==> config.mk <==
export PLATFORM = sky130hd
export DESIGN_NAME = pmem_line_responder
export DESIGN_NICKNAME = d
export VERILOG_FILES = /design/src/rtl/pmem_line_responder_pkg.sv /design/src/rtl/pmem_line_responder_buffer.sv /design/src/rtl/pmem_line_responder.sv
export SDC_FILE = /design/constraint.sdc
export NUM_CORES = 1
export LEC_CHECK = 0
export CAP_MARGIN = 5
export CORE_ASPECT_RATIO = 0.75
export CORE_MARGIN = 3
export CORE_UTILIZATION = 54
export DETAILED_ROUTE_END_ITERATION = 10
export GPL_TIMING_DRIVEN = 0
export PLACE_DENSITY = 0.95
export REMOVE_ABC_BUFFERS = 1
export SYNTH_ARGS = -nofsm -noshare
export SYNTH_HDL_FRONTEND = slang
export SYNTH_SLANG_ARGS = --single-unit
export TNS_END_PERCENT = 20
==> constraint.sdc <==
create_clock -name clk -period 7.8 [get_ports clk]
set_input_delay 2.34 -clock clk [delete_from_list [all_inputs] [get_ports clk]]
set_output_delay 2.34 -clock clk [all_outputs]
set_load 0.03 [all_outputs]
==> src/rtl/pmem_line_responder_pkg.sv <==
// Shared types for the L2-side physical-memory line responder.
// Line/word/address typedefs, beat counter type and the responder FSM encoding.
package pmem_line_responder_pkg;

    localparam int LINE_W     = 128;
    localparam int WORD_W     = 16;
    localparam int PMEM_BEATS = LINE_W / WORD_W;
    localparam int BEAT_W     = $clog2(PMEM_BEATS);

    typedef logic [LINE_W-1:0] lc3b_pmem_line;
    typedef logic [15:0]       lc3b_pmem_addr;
    typedef logic [WORD_W-1:0] lc3b_word;
    typedef logic [BEAT_W-1:0] beat_t;

    typedef enum logic [1:0] {
        IDLE = 2'd0,
        RD   = 2'd1,
        WR   = 2'd2,
        RESP = 2'd3
    } pmem_resp_state_t;

endpackage

==> src/rtl/pmem_line_responder_buffer.sv <==
// Line register with per-beat word insert/extract and the beat counter.
// load wins over insert; load or clear resets the beat to 0.
module pmem_line_buffer
    import pmem_line_responder_pkg::*;
(
    input  logic              clk,
    input  logic              reset_n,
    input  logic              load,
    input  logic [LINE_W-1:0] load_line,
    input  logic              insert,
    input  logic [WORD_W-1:0] insert_word,
    input  logic              inc,
    input  logic              clear,
    output logic [LINE_W-1:0] line_ins,
    output logic [WORD_W-1:0] word,
    output logic [BEAT_W-1:0] beat,
    output logic              last
);

    lc3b_pmem_line line_q;
    beat_t         beat_q;

    // Current line with the incoming word spliced in at the current beat.
    always_comb begin
        line_ins = line_q;
        line_ins[WORD_W*beat_q +: WORD_W] = insert_word;
    end

    always_ff @(posedge clk or negedge reset_n) begin
        if (!reset_n) begin
            line_q <= '0;
            beat_q <= '0;
        end else begin
            if (load) begin
                line_q <= load_line;
            end else if (insert) begin
                line_q <= line_ins;
            end
            if (load || clear) begin
                beat_q <= '0;
            end else if (inc) begin
                beat_q <= beat_q + 1'b1;
            end
        end
    end

    assign word = line_q[WORD_W*beat_q +: WORD_W];
    assign beat = beat_q;
    assign last = (beat_q == beat_t'(PMEM_BEATS - 1));

endmodule

==> src/rtl/pmem_line_responder.sv <==
// Services one 128-bit pmem line request as eight 16-bit SRAM transfers, then pulses pmem_resp.
// Optional PMEM_PROTO_CHECK_EN adds a sticky requester protocol checker on proto_err.
//
// Handshakes: pmem_read/pmem_write are levels held by the requester until the one-cycle
// pmem_resp; sram_read/sram_write are held until sram_resp, which completes the word in
// the same cycle it is seen high (zero-wait SRAMs answer in the strobe's first cycle).
module pmem_line_responder
    import pmem_line_responder_pkg::*;
(
    input  logic              clk,
    input  logic              reset_n,
    input  logic              pmem_read,
    input  logic              pmem_write,
    input  logic [15:0]       pmem_address,
    input  logic [LINE_W-1:0] pmem_wdata,
    output logic              pmem_resp,
    output logic [LINE_W-1:0] pmem_rdata,
    output logic              sram_read,
    output logic              sram_write,
    output logic [15:0]       sram_addr,
    output logic [WORD_W-1:0] sram_wdata,
    input  logic [WORD_W-1:0] sram_rdata,
    input  logic              sram_resp,
    output logic              proto_err,
    output pmem_resp_state_t  state_dbg
);

    pmem_resp_state_t state, state_next;
    logic             hold_off;
    logic [11:0]      line_addr;
    logic             accept, buf_insert, buf_inc, buf_clear;
    lc3b_pmem_line    line_ins;
    beat_t            beat;
    logic             last;
    logic             addr_unused;

    assign addr_unused = ^pmem_address[3:0];

    pmem_line_buffer u_buf (
        .clk         (clk),
        .reset_n     (reset_n),
        .load        (accept),
        .load_line   (pmem_wdata),
        .insert      (buf_insert),
        .insert_word (sram_rdata),
        .inc         (buf_inc),
        .clear       (buf_clear),
        .line_ins    (line_ins),
        .word        (sram_wdata),
        .beat        (beat),
        .last        (last)
    );

    always_ff @(posedge clk or negedge reset_n) begin
        if (!reset_n) begin
            state <= IDLE;
        end else begin
            state <= state_next;
        end
    end

    // hold_off keeps IDLE from re-accepting a request still high just after its pmem_resp.
    always_comb begin
        state_next = state;
        case (state)
            IDLE: begin
                if (!hold_off) begin
                    if (pmem_write)     state_next = WR;
                    else if (pmem_read) state_next = RD;
                end
            end
            RD:      if (sram_resp && last) state_next = RESP;
            WR:      if (sram_resp && last) state_next = RESP;
            RESP:    state_next = IDLE;
            default: state_next = IDLE;
        endcase
    end

    always_comb begin
        sram_read  = 1'b0;
        sram_write = 1'b0;
        pmem_resp  = 1'b0;
        accept     = 1'b0;
        buf_insert = 1'b0;
        buf_clear  = 1'b0;
        case (state)
            IDLE:    accept     = !hold_off && (pmem_read || pmem_write);
            RD: begin
                sram_read  = 1'b1;
                buf_insert = sram_resp;
            end
            WR:      sram_write = 1'b1;
            RESP: begin
                pmem_resp  = 1'b1;
                buf_clear  = 1'b1;
            end
            default: ;
        endcase
        buf_inc = (sram_read || sram_write) && sram_resp && !last;
    end

    // pmem_rdata is loaded with the completed line on the final read beat so it is
    // already valid during the pmem_resp cycle.
    always_ff @(posedge clk or negedge reset_n) begin
        if (!reset_n) begin
            line_addr  <= '0;
            hold_off   <= 1'b0;
            pmem_rdata <= '0;
        end else begin
            if (accept) line_addr <= pmem_address[15:4];
            hold_off <= (state == RESP);
            if ((state == RD) && sram_resp && last) pmem_rdata <= line_ins;
        end
    end

    assign sram_addr = {line_addr, beat, 1'b0};
    assign state_dbg = state;

`ifdef PMEM_PROTO_CHECK_EN
    logic proto_q;

    always_ff @(posedge clk or negedge reset_n) begin
        if (!reset_n) begin
            proto_q <= 1'b0;
        end else if (((state == IDLE) && pmem_read && pmem_write) ||
                     ((state == RD) && !pmem_read) ||
                     ((state == WR) && !pmem_write)) begin
            proto_q <= 1'b1;
        end
    end

    assign proto_err = proto_q;
`else
    assign proto_err = 1'b0;
`endif

endmodule
[After elaboration in Yosys (flattened, before gate mapping)]
Index checks and enable logic that the tools add are counted.
Storage, ports and cells
  bits of input ports: 165
  output and inout bits: 166
  register bits: 274
  logic and storage cells: 49
Cells by class
  eq/ne operators: 7
  add/sub/neg operators: 2
  reductions and logical operators: 16
  mux-type cells: 15
  shifts and indexed selects: 3
Operator list (count)
  two-way mux 128 bit: 2
  bitwise mux 128 bit: 1
  variable shift 16 x 34 -> 128 bit (first input constant): 1
  indexed part select 128 x 8 -> 16 bit: 1
  indexed part select 16 x 34 -> 128 bit: 1
  negation 7 -> 34 bit: 1
  two-way mux 2 bit: 4
  logical AND 1 bit: 6
  two-way mux 3 bit: 2
  case mux 2 bit (3 select lines): 1
  two-way mux 1 bit: 5
  equality test 2 bit (second input constant): 2
  nonzero test 2 bit: 2
  adder 3 x 1 -> 3 bit (second input constant): 1
  equality test 3 bit (second input constant): 1
  logical OR 1 bit: 3
  != test 3 bit (second input constant): 1
  AND reduction 3 bit: 1
  equality test 2 x 1 -> 1 bit (second input constant): 1
  zero test 1 bit: 2
  zero test 2 bit: 1
  != test 2 x 1 -> 1 bit (second input constant): 1
  != test 2 bit (second input constant): 1
  OR reduction 2 bit: 1

[Longest topological paths before layout]
Gate-level depths: netlist of run 1.
  word-level depth: 7
  gate-level depth with buffers: 12
  gate-level depth less buffers: 7

[Modules after synthesis]
Synthesis of run 1 repeated with hierarchy kept, for this count alone.
Unflattened totals
  cells, all modules: 1255
  area total of the unflattened synthesis: 14488.9 um2
By module, submodules not included
  pmem_line_buffer: instances 1, area each 8944.8 um2, cells each 932
  pmem_line_responder: instances 1, area each 5544.1 um2, cells each 323

[Least setup slack after synthesis of run 1]
No wires, ideal clock.
  path kind: register to output
  from: reg u_buf.beat_q[0], in the netlist u_buf.beat[0]
  to: out sram_wdata[10]
  slack: 3.556 ns
  cell stages (with the launch flop): 6
  arrival time: 1.904 ns
  required time: 5.460 ns
  buffers on the path: 2
  path through: dfrtp_1 -> buf_4 -> buf_2 -> mux4_2 -> nand2_1 -> nand2_1
Between the ends
  cells in the longest elaborated chain, start to end: 1
RTL lines
  start: declaration: RTL line pmem_line_responder_buffer.sv:21  | beat_t beat_q;
  start signal: assignment: RTL line pmem_line_responder_buffer.sv:42  | beat_q <= beat_q + 1'b1;
  indexed part select 128 x 8 -> 16 bit: RTL line pmem_line_responder_buffer.sv:47  | assign word = line_q[WORD_W*beat_q +: WORD_W];
  end: declaration: RTL line pmem_line_responder.sv:21  | output logic [WORD_W-1:0] sram_wdata,
Every way passes these cells.

[Worst setup path after layout of run 1]
  from: reg u_buf.beat_q[2], in the netlist u_buf.beat[2]
  to: out sram_wdata[5]
Same word-level chain as after synthesis.

==> impl_metrics.json, run 1 <==
{
  "period_share_pct": 85.1,
  "cts_resized": 0,
  "worst_slew_pin_slew_ns": 1.45,
  "end_kind": "primary output",
  "clk_path_buf_depth": 3,
  "clk_pin_slew_ns": 0.06,
  "gp_congestion": 0.879,
  "ys.flop_type": "dfrtp_1",
  "crit_end": "sram_wdata[5]",
  "synth-edff-count": 0,
  "crit_path_start": "u_buf.beat[2]",
  "core_um2": 25200,
  "row_count": 50,
  "cts_tree": "yes",
  "ant_nets": 0,
  "dr.pass1.iters": 8,
  "drive_gt1_share_pct": 7.72,
  "fin_ws_ns": 1.16,
  "start_util_pct": 55.4,
  "num-nets-final": 1914,
  "timing.slew.headroom_pct": 3.31,
  "antenna_found_initial": 4,
  "wire_per_inst_um": 26.4,
  "yosys.area.top_type_share_pct": 49.1,
  "cts_hold_buf": 0,
  "worstPathArrival_ns": 4.30,
  "hold_ws_ns": 0.474,
  "first_global_vias": 14005,
  "hpwl_mm": 35.7,
  "reg2regPathDepth": 7,
  "ys_ff_latch": 274,
  "synth-async-reset-ratio_pct": 100,
  "cts_buffers": 28,
  "finalSetupViolCount": 0,
  "outcome": "finished clean",
  "start_kind": "flop",
  "slew_violations": 0,
  "grt.total_usage_pct": 38.6,
  "die_area_um2": 27900,
  "htreeDepth": 1,
  "syn_inst": 1491,
  "grt.overflow.total": 0,
  "netlist_area_um2": 14000,
  "cts_setup_buffers": 0,
  "synth_commonest_cells": "297 x nand2_1, 274 x dfrtp_1, 165 x nand3_1",
  "root_buffer": "clkbuf_16",
  "io_pins": 331,
  "via_per_inst": 6.77,
  "fp.dieH_um": 145,
  "syn2layout_area_growth_pct": 34.3,
  "clkSinkCount": 274,
  "cap_violations": 0,
  "syn_area_per_cell_um2": 9.37,
  "fin_skew_ns": 0.00907,
  "max_freq_mhz": 151,
  "first_iter_violations": 1721,
  "num_vias": 14213,
  "p_leak_uw": 0.00798,
  "synth.area.top_cells": "dfrtp_1 49%, nand2_1 8.0%, mux2i_1 5.9%",
  "rr_endpoint": "u_buf.line_q[69]",
  "critPathMaxFanout": 23,
  "clock_latency_ns": 0.54,
  "crit_type": "flop to primary output",
  "yosysUniqueCellTypes": 52,
  "n_fill_cell": 1565,
  "port_buffers": 324,
  "grt_start_max_net_pins": 124,
  "grt_first_pass_wirelength_mm": 82.4,
  "period_needed_ns": 6.64,
  "hold_path_class": "flop to flop",
  "final_cell_area_um2": 18800,
  "ir_drop_v": 0.000263,
  "rsz0062_at_grt": "false",
  "critPathRequiredTime_ns": 5.46,
  "wirelength_mm": 55.4,
  "setup-tns-final_ns": 0,
  "rrSetupSlack_ns": 1.25,
  "rr_startpoint": "u_buf.beat[2]",
  "yosysSeqAreaShare_pct": 49.1,
  "pre_cts_ws_ns": 1.85,
  "powerDensity_nw_per_um2": 348,
  "drc": 0,
  "place_area_um2": 17800,
  "hold_viol_final": 0,
  "synth_top_area_cell": "dfrtp_1",
  "synth_most_common_cell": "nand2_1",
  "die_w_um": 192,
  "yosys_warnings": 0
}
## per-stage QoR
stage | total power, uW | instances | utilization (%)
floorplan | 3820 | 1353 | -
global placement | 4780 | 2015 | 67.5
detailed placement | 5040 | 2047 | 70.6
CTS | 6440 | 2098 | 74.3
global route | 6780 | 2100 | 74.4
finish | 6530 | 2100 | 74.4
## cells by family after synthesis
kind of cell,after synthesis,synth area share (%)
and+or+nand+nor,678,22.1
DFF,274,49.1
AOI/OAI and AO/OA,268,12.2
buffers and inverters,145,4.56
muxes,115,11.1
adders and majority gates,9,0.806
other,1,0.0268
xor gates and xnor gates,1,0.0627
## report_power, final
part	switching [uW]	leakage, uW	internal [uW]
sequential	397	0.00359	1810
combinational	1720	0.00393	1220
clock	580	0.000460	808
total	2700	0.00798	3840
## critical path, stage by stage (launching register included)
cell	delay, ns
dfrtp_1	1.25
clkinv_1	1.37
nand2_1	0.34
nand2_1	0.15
clkdlybuf4s50_1	0.61
## layer usage
| metal | vias to the layer above | global-route usage (%) | part of all wire, % |
|---|---|---|---|
| li1 | 5767 | - | - |
| met1 | 6736 | 47.6 | 34 |
| met2 | 1377 | 57.3 | 43 |
| met3 | 329 | 15.7 | 16 |
| met4 | 4 | 22.1 | 6.8 |
| met5 | - | 0 | 0.058 |
## how the worst min path moves through the flow
stage                      startpoint               to  slack, ns  cells past startpoint
floorplan           u_buf.line_q[100]  pmem_rdata[100]       0.49                      1
global placement         line_addr[7]     line_addr[7]       0.46                      2
detailed placement       line_addr[7]     line_addr[7]       0.46                      2
CTS                      line_addr[7]     line_addr[7]       0.48                      2
global route             line_addr[6]     line_addr[6]       0.50                      2
finish                   line_addr[7]     line_addr[7]       0.47                      2
## cells in the final DEF (no fill, tap or decap), types with 16 or more instances in the layout
cell type        netlist  final
clkdlybuf4s50_1        0    323
nand2_1              297    297
dfrtp_1              274    272
nand3_1              165    164
nor2_1               133    133
o21ai_0              106    106
mux2i_1               83     83
a21oi_1               52     52
a221o_1               48     48
mux4_2                32     32
clkbuf_16              0     29
o21ai_1               24     24
nand3b_1              18     18
and2_1                16     16
## sequential cells by signal, summed over array words and instances, names as in the netlist
register      cells
hold_off          1
pmem_rdata      128
state_dbg         2
u_buf.line_q    128
line_addr        12
u_buf.beat        3
## layout make-up
cell class | instances | area (um^2) | share of cell area, %
diodes | 1 | 2.50 | 0.0133
clock buffers | 46 | 890 | 4.74
clock inverters | 5 | 58.8 | 0.313
inverters | 6 | 22.5 | 0.120
multi-input cells | 1073 | 6580 | 35.0
flip-flops and latches | 274 | 6860 | 36.6
well taps | 338 | 423 | 2.25
repair buffers | 357 | 3930 | 20.9
Note: power is estimated with default switching activity, not from simulation.
==> inputs of run 2 (changes only) <==
--- a/config.mk
+++ b/config.mk
@@ -5,14 +5,15 @@
 export SDC_FILE = /design/constraint.sdc
 export NUM_CORES = 1
 export LEC_CHECK = 0
-export CAP_MARGIN = 5
+export CAP_MARGIN = 15
 export CORE_ASPECT_RATIO = 0.75
-export CORE_MARGIN = 3
+export CORE_MARGIN = 5
 export CORE_UTILIZATION = 54
 export DETAILED_ROUTE_END_ITERATION = 10
 export GPL_TIMING_DRIVEN = 0
 export PLACE_DENSITY = 0.95
 export REMOVE_ABC_BUFFERS = 1
+export SETUP_SLACK_MARGIN = 0.3
 export SYNTH_ARGS = -nofsm -noshare
 export SYNTH_HDL_FRONTEND = slang
 export SYNTH_SLANG_ARGS = --single-unit
==> run 2 against run 1 <==
- clock-buffer cell count is 2 lower
- cell area up 0.45%
- final cell count rose by 0.52%
- die area increased by 4.9%
- sequential power about the same
- wire length rose by 1.8%
- setup slack better by 0.75 ns
- flip-flop and latch count unchanged
- global-route usage decreased by 1.2 points
- total power about the same
- register-to-register slack better by 1.2 ns
- first-iteration DRC count rose by 15%
- critical endpoint is now sram_wdata[15]
==> impl_metrics.json, run 2 (synthesis results as in run 1) <==
{
  "port_buffers": 324,
  "cts_resized": 0,
  "cts_buffers": 29,
  "wire_per_inst_um": 26.7,
  "hpwl_mm": 37.2,
  "cts_tree": "yes",
  "die_w_um": 196,
  "grt.overflow.total": 0,
  "syn2layout_area_growth_pct": 34.9,
  "first_global_vias": 14363,
  "powerDensity_nw_per_um2": 346,
  "root_buffer": "clkbuf_16",
  "critPathMaxFanout": 18,
  "clock_latency_ns": 0.55,
  "die_area_um2": 29200,
  "crit_type": "flop to primary output",
  "crit_path_start": "u_buf.beat[2]",
  "num-nets-final": 1922,
  "place_area_um2": 17900,
  "grt.total_usage_pct": 37.4,
  "pre_cts_ws_ns": 2.61,
  "fin_skew_ns": 0.00896,
  "cap_violations": 0,
  "via_per_inst": 6.67,
  "worstPathArrival_ns": 3.55,
  "outcome": "finished clean",
  "cts_hold_buf": 0,
  "clkSinkCount": 274,
  "reg_top3": "pmem_rdata x128, u_buf.line_q x128, line_addr x12",
  "mostFrequentLayoutCell": "clkdlybuf4s50_1",
  "dr.pass1.iters": 6,
  "max_freq_mhz": 170,
  "io_pins": 331,
  "grt_first_pass_wirelength_mm": 84.1,
  "drive_gt1_share_pct": 7.99,
  "clk_path_buf_depth": 3,
  "timing.slew.headroom_pct": 15.6,
  "rrSetupSlack_ns": 2.44,
  "rsz0062_at_grt": "false",
  "worst_slew_pin_slew_ns": 1.26,
  "gp_congestion": 0.903,
  "ant_nets": 0,
  "num_vias": 14078,
  "end_kind": "primary output",
  "clk_pin_slew_ns": 0.06,
  "fin_ws_ns": 1.91,
  "finalSetupViolCount": 0,
  "drc": 0,
  "rr_endpoint": "u_buf.line_q[42]",
  "reg2regPathDepth": 9,
  "first_iter_violations": 1979,
  "hold_viol_final": 0,
  "antenna_found_initial": 4,
  "ir_drop_v": 0.000221,
  "fp.dieH_um": 149,
  "period_share_pct": 75.5,
  "row_count": 51,
  "htreeDepth": 1,
  "start_kind": "flop",
  "n_fill_cell": 1626,
  "p_leak_uw": 0.00802,
  "core_um2": 25700,
  "wirelength_mm": 56.3,
  "crit_end": "sram_wdata[15]",
  "multi_input_comb_area_um2": 6570,
  "rr_startpoint": "u_buf.beat[2]",
  "slew_violations": 0,
  "start_util_pct": 54.3,
  "final_cell_mix": "323 x clkdlybuf4s50_1, 296 x nand2_1, 272 x dfrtp_1",
  "cts_setup_buffers": 0,
  "period_needed_ns": 5.89,
  "grt_start_max_net_pins": 121,
  "ff_latch_area_um2": 6860,
  "critPathRequiredTime_ns": 5.46,
  "final_cell_area_um2": 18800,
  "hold_path_class": "flop to flop"
}
==> run 2: report_power, final <==
| group | internal, uW | total, uW | switching, uW |
|---|---|---|---|
| clock network | 752 | 1320 | 571 |
| logic | 1240 | 3020 | 1780 |
| registers | 1810 | 2180 | 371 |
| total | 3800 | 6530 | 2720 |
==> run 2: final cells by class <==
class | count | share of cell area [%]
Sequential cell | 274 | 36.4
Multi-Input combinational cell | 1073 | 34.9
Timing Repair Buffer | 364 | 21.6
Clock buffer | 44 | 4.57
Tap cell | 344 | 2.28
Inverter | 6 | 0.119
Clock inverter | 3 | 0.113
Antenna cell | 3 | 0.0398
==> run 2: metrics by stage <==
| step | std cells | power (uW) | hold slack, ns | utilization [%] | setup TNS (ns) |
|---|---|---|---|---|---|
| after floorplan | 1353 | 3820 | 0.495 | - | -74.46 |
| after global placement | 2021 | 4790 | 0.460 | 66.2 | -3000.81 |
| after detailed placement | 2058 | 5090 | 0.461 | 69.6 | 0 |
| after CTS | 2105 | 6430 | 0.476 | 73.0 | 0 |
| after global routing | 2110 | 6770 | 0.492 | 73.3 | 0 |
| final | 2111 | 6530 | 0.475 | 73.3 | 0 |
==> run 2: critical path: stages, from the launching register on <==
cell	delay, ns
dfrtp_1	0.72
buf_16	0.25
clkinv_1	0.89
nand2_1	0.37
nand2_1	0.09
clkdlybuf4s50_1	0.65
==> run 2: routing by layer <==
| metal | global-route usage (%) | share of wire [%] |
|---|---|---|
| met5 | 0 | 0.023 |
| met4 | 19.8 | 6.5 |
| met3 | 12.9 | 15 |
| met2 | 56.8 | 44 |
| met1 | 47.8 | 35 |
==> run 2: worst min path at each step <==
stage,from,end,slack [ns],cells after the start
floorplan,u_buf.line_q[100],pmem_rdata[100],0.49,1
global placement,line_addr[1],line_addr[1],0.46,2
detailed placement,line_addr[4],line_addr[4],0.46,2
CTS,line_addr[4],line_addr[4],0.48,2
global route,line_addr[4],line_addr[4],0.49,2
finish,line_addr[9],line_addr[9],0.48,2
